### config.mk
export PLATFORM = sky130hd
export DESIGN_NAME = addsub_serial
export DESIGN_NICKNAME = d
export VERILOG_FILES = /design/src/rtl/addsub_pkg.sv /design/src/rtl/addsub_digit.sv /design/src/rtl/addsub_serial.sv
export SDC_FILE = /design/constraint.sdc
export NUM_CORES = 1
export LEC_CHECK = 0
export ABC_CLOCK_PERIOD_IN_PS = 5800
export CAP_MARGIN = 20
export CORE_MARGIN = 3
export CORE_UTILIZATION = 56
export CTS_CLUSTER_DIAMETER = 30
export DETAILED_ROUTE_END_ITERATION = 16
export DONT_BUFFER_PORTS = 1
export GPL_ROUTABILITY_DRIVEN = 0
export PLACE_DENSITY = 0.81
export SYNTH_ARGS = -nofsm -noshare
export SYNTH_HDL_FRONTEND = slang
export SYNTH_SLANG_ARGS = --single-unit
### constraint.sdc
create_clock -name clk -period 5.8 [get_ports clk]
set_input_delay 1.16 -clock clk [delete_from_list [all_inputs] [get_ports clk]]
set_output_delay 1.16 -clock clk [all_outputs]
set_load 0.01 [all_outputs]
### src/rtl/addsub_pkg.sv
// addsub_pkg: shared FSM state type and digit-count helpers for addsub_serial
package addsub_pkg;
  typedef enum logic {IDLE, RUN} state_e;
  function automatic int num_digits(int width, int digit);
    return width / digit;
  endfunction
  function automatic int cnt_width(int n);
    return (n > 1) ? $clog2(n) : 1;
  endfunction
endpackage

### src/rtl/addsub_digit.sv
// addsub_digit: combinational DIGIT-bit ripple add/sub slice (b inverted when en=1)
module addsub_digit #(
  parameter int DIGIT = 4
) (
  input  logic [DIGIT-1:0] a,
  input  logic [DIGIT-1:0] b,
  input  logic             cin,
  input  logic             en,
  output logic [DIGIT-1:0] sum,
  output logic             cout
);
  logic c;
  logic bb;
  // chain of 1-bit cells; subtract feeds ~b so the carry is an inverted borrow
  always_comb begin
    c = cin;
    bb = 1'b0;
    sum = '0;
    for (int i = 0; i < DIGIT; i++) begin
      bb = b[i] ^ en;
      sum[i] = a[i] ^ bb ^ c;
      c = (a[i] & bb) | (c & (a[i] ^ bb));
    end
    cout = c;
  end
endmodule

### src/rtl/addsub_serial.sv
// addsub_serial: digit-serial add/subtract, one DIGIT-bit slice per clock
module addsub_serial
  import addsub_pkg::*;
#(
  parameter int WIDTH = 16,
  parameter int DIGIT = 4
) (
  input  logic             clk,
  input  logic             rst_n,
  input  logic             start,
  input  logic             en,
  input  logic [WIDTH-1:0] a,
  input  logic [WIDTH-1:0] b,
  input  logic             cin,
  output logic             busy,
  output logic             done,
  output logic [WIDTH-1:0] sum,
  output logic             cout,
  output logic             ovf,
  output logic             zero
);
  localparam int N  = num_digits(WIDTH, DIGIT);
  localparam int CW = cnt_width(N);

  if (WIDTH < 2 || WIDTH % DIGIT != 0) begin : g_bad_params
    $error("addsub_serial: WIDTH must be >= 2 and a multiple of DIGIT");
  end

  state_e           state_q, state_d;
  logic [CW-1:0]    cnt_q, cnt_d;
  logic             carry_q, carry_d, en_q, en_d, done_q, done_d;
  logic             cout_q, cout_d, ovf_q, ovf_d, zero_q, zero_d;
  logic [WIDTH-1:0] a_q, a_d, b_q, b_d, acc_q, acc_d, sum_q, sum_d, full;
  logic [DIGIT-1:0] da, db, ds;
  logic             dc, last;

  assign da   = a_q[cnt_q*DIGIT +: DIGIT];
  assign db   = b_q[cnt_q*DIGIT +: DIGIT];
  assign last = (cnt_q == CW'(N - 1));

  addsub_digit #(.DIGIT(DIGIT)) u_digit (
    .a(da), .b(db), .cin(carry_q), .en(en_q), .sum(ds), .cout(dc)
  );

  // partial result with the current digit merged in
  always_comb begin
    full = acc_q;
    full[cnt_q*DIGIT +: DIGIT] = ds;
  end

  // next state: latch operands on start, step one digit per RUN cycle, publish on the last
  always_comb begin
    state_d = state_q;
    cnt_d   = cnt_q;
    carry_d = carry_q;
    en_d    = en_q;
    a_d     = a_q;
    b_d     = b_q;
    acc_d   = acc_q;
    sum_d   = sum_q;
    cout_d  = cout_q;
    ovf_d   = ovf_q;
    zero_d  = zero_q;
    done_d  = 1'b0;
    if (state_q == IDLE) begin
      if (start) begin
        state_d = RUN;
        cnt_d   = '0;
        a_d     = a;
        b_d     = b;
        en_d    = en;
        carry_d = cin ^ en;
      end
    end else begin
      acc_d   = full;
      carry_d = dc;
      cnt_d   = last ? '0 : cnt_q + CW'(1);
      if (last) begin
        state_d = IDLE;
        done_d  = 1'b1;
        sum_d   = full;
        cout_d  = dc ^ en_q;
        ovf_d   = (a_q[WIDTH-1] == (b_q[WIDTH-1] ^ en_q)) && (full[WIDTH-1] != a_q[WIDTH-1]);
        zero_d  = ~|full;
      end
    end
  end

  // state registers, cleared asynchronously
  always_ff @(posedge clk or negedge rst_n) begin
    if (!rst_n) begin
      state_q <= IDLE;
      cnt_q   <= '0;
      carry_q <= 1'b0;
      en_q    <= 1'b0;
      a_q     <= '0;
      b_q     <= '0;
      acc_q   <= '0;
      sum_q   <= '0;
      cout_q  <= 1'b0;
      ovf_q   <= 1'b0;
      zero_q  <= 1'b1;
      done_q  <= 1'b0;
    end else begin
      state_q <= state_d;
      cnt_q   <= cnt_d;
      carry_q <= carry_d;
      en_q    <= en_d;
      a_q     <= a_d;
      b_q     <= b_d;
      acc_q   <= acc_d;
      sum_q   <= sum_d;
      cout_q  <= cout_d;
      ovf_q   <= ovf_d;
      zero_q  <= zero_d;
      done_q  <= done_d;
    end
  end

  assign busy = (state_q == RUN);
  assign done = done_q;
  assign sum  = sum_q;
  assign cout = cout_q;
  assign ovf  = ovf_q;
  assign zero = zero_q;
endmodule

==> impl_results.md, run 1 <==
* Antenna Nets Post-Route at 0
* Clk slew on worst S/H paths at 0.08 ns
* Setup TNS at 0 ns
* Period utilisation layout at 72.1%
* Synth area leader: dfrtp_1
* # Max-Cap Violations at 0
* EDFF count, synth at 0
* DP HPWL at 4.73 mm
* Leading post-synthesis cells by cell area: dfrtp_1 52%, mux2_2 11%, mux4_2 5.2%
* Cell Area, Synth at 3480 µm²
* Fin. Hold Viols at 0
* CP arrival at 4.46 ns
* First-pass DRT Iterations at 4
* Nets at 340
* Crit Path Max Fanout at 20
* Final-report setup violation count at 0
* Crit Path Class: register to register
* Die Ht at 84.9 µm
* PortBufs at 0
* Clock sinks at 73
* Worst skew pair latency at 0.36 ns
* WP buf/inv at 3
* Initial antenna violation count at 0
* Stages on worst setup path at 14
* DRC at 0
* Die area at 7200 µm²
* Post-CTS setup buffer count at 0
* Routed length per placed instance at 18.1 µm
* Largest net degree at the start of global routing at 74
* Vias in the first global route at 2297
* GRT Overall Usage at 20.3%
* FP Rows at 28
* Critical path startpoint category: register
* Layout Area Growth over Synthesis at 7.76%
* Via count of the routed design at 2184
* Cell Chain, Critical Path: buf_4, mux4_2, xor2_1, fa_1, inv_1, fa_1, fa_1, inv_1, fa_1, nor2b_1, a31oi_1, o2111ai_1, or3_1, o32ai_2
* P per Cell Area at 758 nW/µm²
* Peak VDD IR at 0.000438 V
* Number of cells after detailed placement at 356
* Most used cell, CP: fa_1
* #FFs+latches synth at 73
* Tot Pwr at 2.85 mW
* Die width at 84.9 µm
* Core Util, Final at 63.0%
* Post-cts resize count at 0
* H-tree levels at 3
* Diodes inserted at 0
* Post-synth top cells: 72 x dfrtp_1, 37 x nor2_1, 34 x mux2_2
* First-pass GRT wire length at 11.3 mm
* Core area at 5960 µm²
* Detailed Route Iter0 Violations at 169
* Hold Buf Count CTS at 0
* Starting density of the core at 58.5%
* RSZ-0062 raised after global routing: no
* Count leader, synth: dfrtp_1
* CTS tree: done
* Top-area cell type share of the netlist area at 51.7%
* Layout cell share with drive strength beyond 1 at 21.8%
* Clock skew at 0.0111 ns
* Post-synth cell types at 37
* Synth Flop Type: dfrtp_1
* Maximum root-to-sink buffer count at 2
* Slowest Stage Delay on Critical Path at 0.54 ns
* Delay-heaviest family, CP: adder cells
* WP data required at 6.08 ns
* Slew headroom at 57.6%
* Max-slew violation count at 0
* CTS buffer count at 9
* Mean Syn Cell Area at 11.8 µm²
* CP Capture Type: register
* HP Class: input pin to async pin
* Clock Root Buffer: clkbuf_8
* Syn_nets at 343
* Vias/cell at 5.86
* Final wirelength at 6.75 mm
* Warnings from Yosys at 0
* IO Count at 58
* Async SR Flop Fraction at 100%
* Status: finished, final reports clean
* FF-to-FF path depth at 14
* Register area share after synthesis at 52.5%
* Crit-path slowest cell: mux4_2
* Final std cells w/o fill at 373
* Leakage at 1.59 nW
* Fmax at 0.239 GHz
* Synthesized netlist cell count at 296
* Total gr overflow at 0
* Worst-Margin Slew at 0.634 ns
* Post-layout min period at 4.18 ns
## stage by stage
| stage | hold WS [ns] | instance area [µm²] | setup slack (ns) |
|---|---|---|---|
| final | 0.486 | 3750 | 1.62 |
| after global routing | 0.475 | 3750 | 1.35 |
| after CTS | 0.478 | 3730 | 1.63 |
| after detailed placement | 0.491 | 3500 | 1.65 |
| after global placement | 0.472 | 3500 | 1.76 |
| after floorplan | 0.457 | 3480 | 1.66 |
## where the power goes
group          switching, mW  internal [mW]  leakage (nW)  total (mW)
registers              0.221          0.770         0.867       0.991
clock network          0.185          0.258         0.116       0.443
logic                  0.769          0.643         0.607        1.41
## cell usage in the layout (no fill, tap or decap), types with 2 or more instances in the layout
cell type,synthesis,layout
dfrtp_1,72,72
nor2_1,37,37
mux2_2,34,34
a21oi_1,29,29
nand2_1,15,15
clkbuf_8,0,14
nor2b_1,14,13
a31oi_1,11,11
mux4_2,8,8
inv_1,8,8
ha_1,6,6
o21ai_0,5,5
mux2i_1,5,5
xnor2_1,4,4
o31ai_1,4,4
fa_1,4,4
xor2_1,3,3
or3_1,3,3
buf_4,1,3
and2_1,1,2
nand3_1,2,2
o2111ai_1,2,2
## metal layers
layer / global-route usage, % / up-vias / share of wire [%]
met2: 32.2 / 62 / 49
met4: 9.35 / 0 / 2.3
met3: 7.57 / 13 / 6.9
met5: 0 / - / 0
met1: 24.9 / 1088 / 42
li1: - / 1021 / -
## final timing paths
| check | startpoint | to | slack [ns] |
|---|---|---|---|
| setup / recovery | cnt_q[0]$_DFFE_PN0P_ | zero$_DFFE_PN1P_ | 1.62 |
| hold / removal | rst_n | acc_q[6]$_DFFE_PN0P_ | 0.49 |
| setup reg to reg | cnt_q[0]$_DFFE_PN0P_ | zero$_DFFE_PN1P_ | 1.62 |
| hold reg to reg | a_q[13]$_DFFE_PN0P_ | a_q[13]$_DFFE_PN0P_ | 0.50 |
| max in group asynchronous | rst_n | zero$_DFFE_PN1P_ | 5.14 |
| min in group clk | a_q[13]$_DFFE_PN0P_ | a_q[13]$_DFFE_PN0P_ | 0.50 |
## state kept, by name, indices dropped and copies added (netlist names)
| register | count |
|---|---|
| acc_q | 16 |
| zero | 1 |
| done | 1 |
| a_q | 16 |
| cout | 1 |
| cnt_q | 2 |
| en_q | 1 |
| carry_q | 1 |
| ovf | 1 |
| b_q | 16 |
| busy | 1 |
| sum | 16 |
## area by class of cell
cell class	count	area [µm²]
Tap cell	75	93.8
Inverter	8	30.0
Sequential cell	73	1830
Clock inverter	1	30.0
Fill cell	484	2200
Multi-Input combinational cell	197	1530
Timing Repair Buffer	4	50.0
Clock buffer	15	196
## kinds of logic after synthesis
family	synth area share, %
buf+inv	3.81
xor+xnor	1.76
simple gates	11.0
fa+ha+maj	4.45
flops	52.5
compound gates	8.94
mux	17.6
No activity file was read; power rests on OpenSTA's default activity.
==> run 2: changes to the inputs <==
--- a/config.mk
+++ b/config.mk
@@ -5,7 +5,7 @@
 export SDC_FILE = /design/constraint.sdc
 export NUM_CORES = 1
 export LEC_CHECK = 0
-export ABC_CLOCK_PERIOD_IN_PS = 5800
+export ABC_CLOCK_PERIOD_IN_PS = 3400
 export CAP_MARGIN = 20
 export CORE_MARGIN = 3
 export CORE_UTILIZATION = 56
@@ -13,7 +13,7 @@
 export DETAILED_ROUTE_END_ITERATION = 16
 export DONT_BUFFER_PORTS = 1
 export GPL_ROUTABILITY_DRIVEN = 0
-export PLACE_DENSITY = 0.81
+export PLACE_DENSITY = 0.84
 export SYNTH_ARGS = -nofsm -noshare
 export SYNTH_HDL_FRONTEND = slang
 export SYNTH_SLANG_ARGS = --single-unit
==> constraint.sdc (replaced) <==
create_clock -name clk -period 3.4 [get_ports clk]
set_input_delay 0.68 -clock clk [delete_from_list [all_inputs] [get_ports clk]]
set_output_delay 0.68 -clock clk [all_outputs]
set_load 0.01 [all_outputs]
==> impl_results.md, run 2 (synthesis gave the netlist of run 1 again) <==
* Final hold slack at 0.0119 ns
* Diodes inserted at 0
* FILL cells at 460
* Clock Root Buffer: clkbuf_8
* DP HPWL at 4.74 mm
* CTS buffer count at 9
* Slowest Stage Delay on Critical Path at 0.54 ns
* Worst skew pair latency at 0.36 ns
* Worst-Margin Slew at 0.814 ns
* Reg-to-reg endpoint: zero$_DFFE_PN1P_
* Cell Chain, Critical Path: mux4_2, xor2_2, fa_2, inv_1, fa_2, fa_2, inv_2, fa_2, nor2b_4, a31oi_2, o2111ai_1, or3_1, o32ai_2
* FP Rows at 28
* Largest net degree at the start of global routing at 67
* PortBufs at 0
* Fin worst setup slack at -0.255 ns
* Most used cell, CP: fa_2
* Final std cells w/o fill at 386
* Failing checks: negative setup slack
* First-pass GRT wire length at 11.6 mm
* Vias/cell at 5.89
* Commonest non-fill, non-tap cell in the layout: dfrtp_1
* Finished Cell Area at 3850 µm²
* Core area at 5960 µm²
* Commonest non-fill, non-tap cells in the layout: 72 x dfrtp_1, 37 x nor2_1, 34 x mux2_2
* First-pass DRT Iterations at 4
* Final wirelength at 6.95 mm
* Die area at 7200 µm²
* Setup TNS at -0.446 ns
* Worst r2r src: cnt_q[0]$_DFFE_PN0P_
* Routed length per placed instance at 18.0 µm
* Crit-path slowest cell: mux4_2
* Post-CTS setup buffer count at 0
* Fmax at 0.274 GHz
* Fin. Hold Viols at 0
* Die Ht at 84.9 µm
* Layout Area Growth over Synthesis at 10.5%
* HP Class: input pin to async pin
* Total gr overflow at 0
* Crit Path Class: register to register
* Antenna Nets Post-Route at 0
* Internal reg-to-reg setup slack at -0.26 ns
* Period utilisation layout at 108%
* Layout cell share with drive strength beyond 1 at 27.0%
* Die width at 84.9 µm
* Initial antenna violation count at 0
* Starting density of the core at 58.5%
* Maximum root-to-sink buffer count at 2
* DRC at 0
* Multi-input gate area at 1570 µm²
* Clock skew at 0.00982 ns
* Slew headroom at 45.6%
* Vias in the first global route at 2335
* Nets at 353
* Post-layout min period at 3.66 ns
* Final-report setup violation count at 3
* CP Capture Type: register
* Clk slew on worst S/H paths at 0.08 ns
* Via count of the routed design at 2274
* Max-slew violation count at 0
* Sequential Area at 1830 µm²
* CP arrival at 3.94 ns
* Critical path startpoint category: register
* Number of cells after detailed placement at 367
* CTS tree: done
* Clock sinks at 73
* # Max-Cap Violations at 0
* Detailed Route Iter0 Violations at 148
* Status: finished, violations left
* FF-to-FF path depth at 13
* WP data required at 3.68 ns
* H-tree levels at 3
* Placed inst area at 3610 µm²
* RSZ-0062 raised after global routing: yes
* Crit Path Max Fanout at 4
* GRT Overall Usage at 20.9%
* IO Count at 58
run 2: what timing repair did:
| action | in CTS | in global routing |
|---|---|---|
| gates resized for setup | 1 | 3 |
| pin swaps | 0 | 0 |
| hold buffers | 1 | 2 |
| endpoints found under the setup margin | 4 | 6 |
| hold endpoints to repair | 8 | 18 |
run 2: critical path, delay by kind of cell (launching register included):
family,cells,cell delay [ns]
simple gates,2,0.49
xor+xnor,1,0.17
flops,1,0.37
compound gates,3,0.57
fa+ha+maj,4,1.32
buf+inv,2,0.12
mux,1,0.54
run 2: area by class of cell:
cell class | instances | area share (%)
multi-input combinational | 197 | 40.8
timing repair buffer | 17 | 3.61
inverter | 8 | 0.780
clock buffer | 10 | 3.32
clock inverter | 6 | 1.53
sequential | 73 | 47.5
tap | 75 | 2.44
run 2: worst max-delay path by stage:
stage	slack [ns]	startpoint	to
2_1_floorplan	-0.42	cnt_q[0]$_DFFE_PN0P_	zero$_DFFE_PN1P_
6_report	-0.26	cnt_q[0]$_DFFE_PN0P_	zero$_DFFE_PN1P_
3_5_place_dp	-0.23	cnt_q[0]$_DFFE_PN0P_	zero$_DFFE_PN1P_
4_1_cts	-0.24	cnt_q[0]$_DFFE_PN0P_	zero$_DFFE_PN1P_
3_3_place_gp	-0.13	cnt_q[0]$_DFFE_PN0P_	zero$_DFFE_PN1P_
5_1_grt	-0.39	cnt_q[0]$_DFFE_PN0P_	zero$_DFFE_PN1P_
run 2: metrics by stage:
stage / setup slack, ns / util (%)
after CTS: -0.235 / 64.0
after global placement: -0.133 / 60.6
after floorplan: -0.416 / -
after detailed placement: -0.228 / 60.6
final: -0.255 / 64.6
after global routing: -0.389 / 64.6
run 2: routing by layer:
layer	wire length, µm	GRT usage (%)	part of all wire, %	vias up
met2	3280	31.7	47	73
met3	494	7.28	7.1	18
li1	-	-	-	1056
met1	2960	26.5	43	1127
met4	212	10.9	3.1	0
met5	0	0	0	-
Power of run 2 is not shown: default switching activity piles up to over one toggle a cycle in this logic, so the estimate is an artifact.
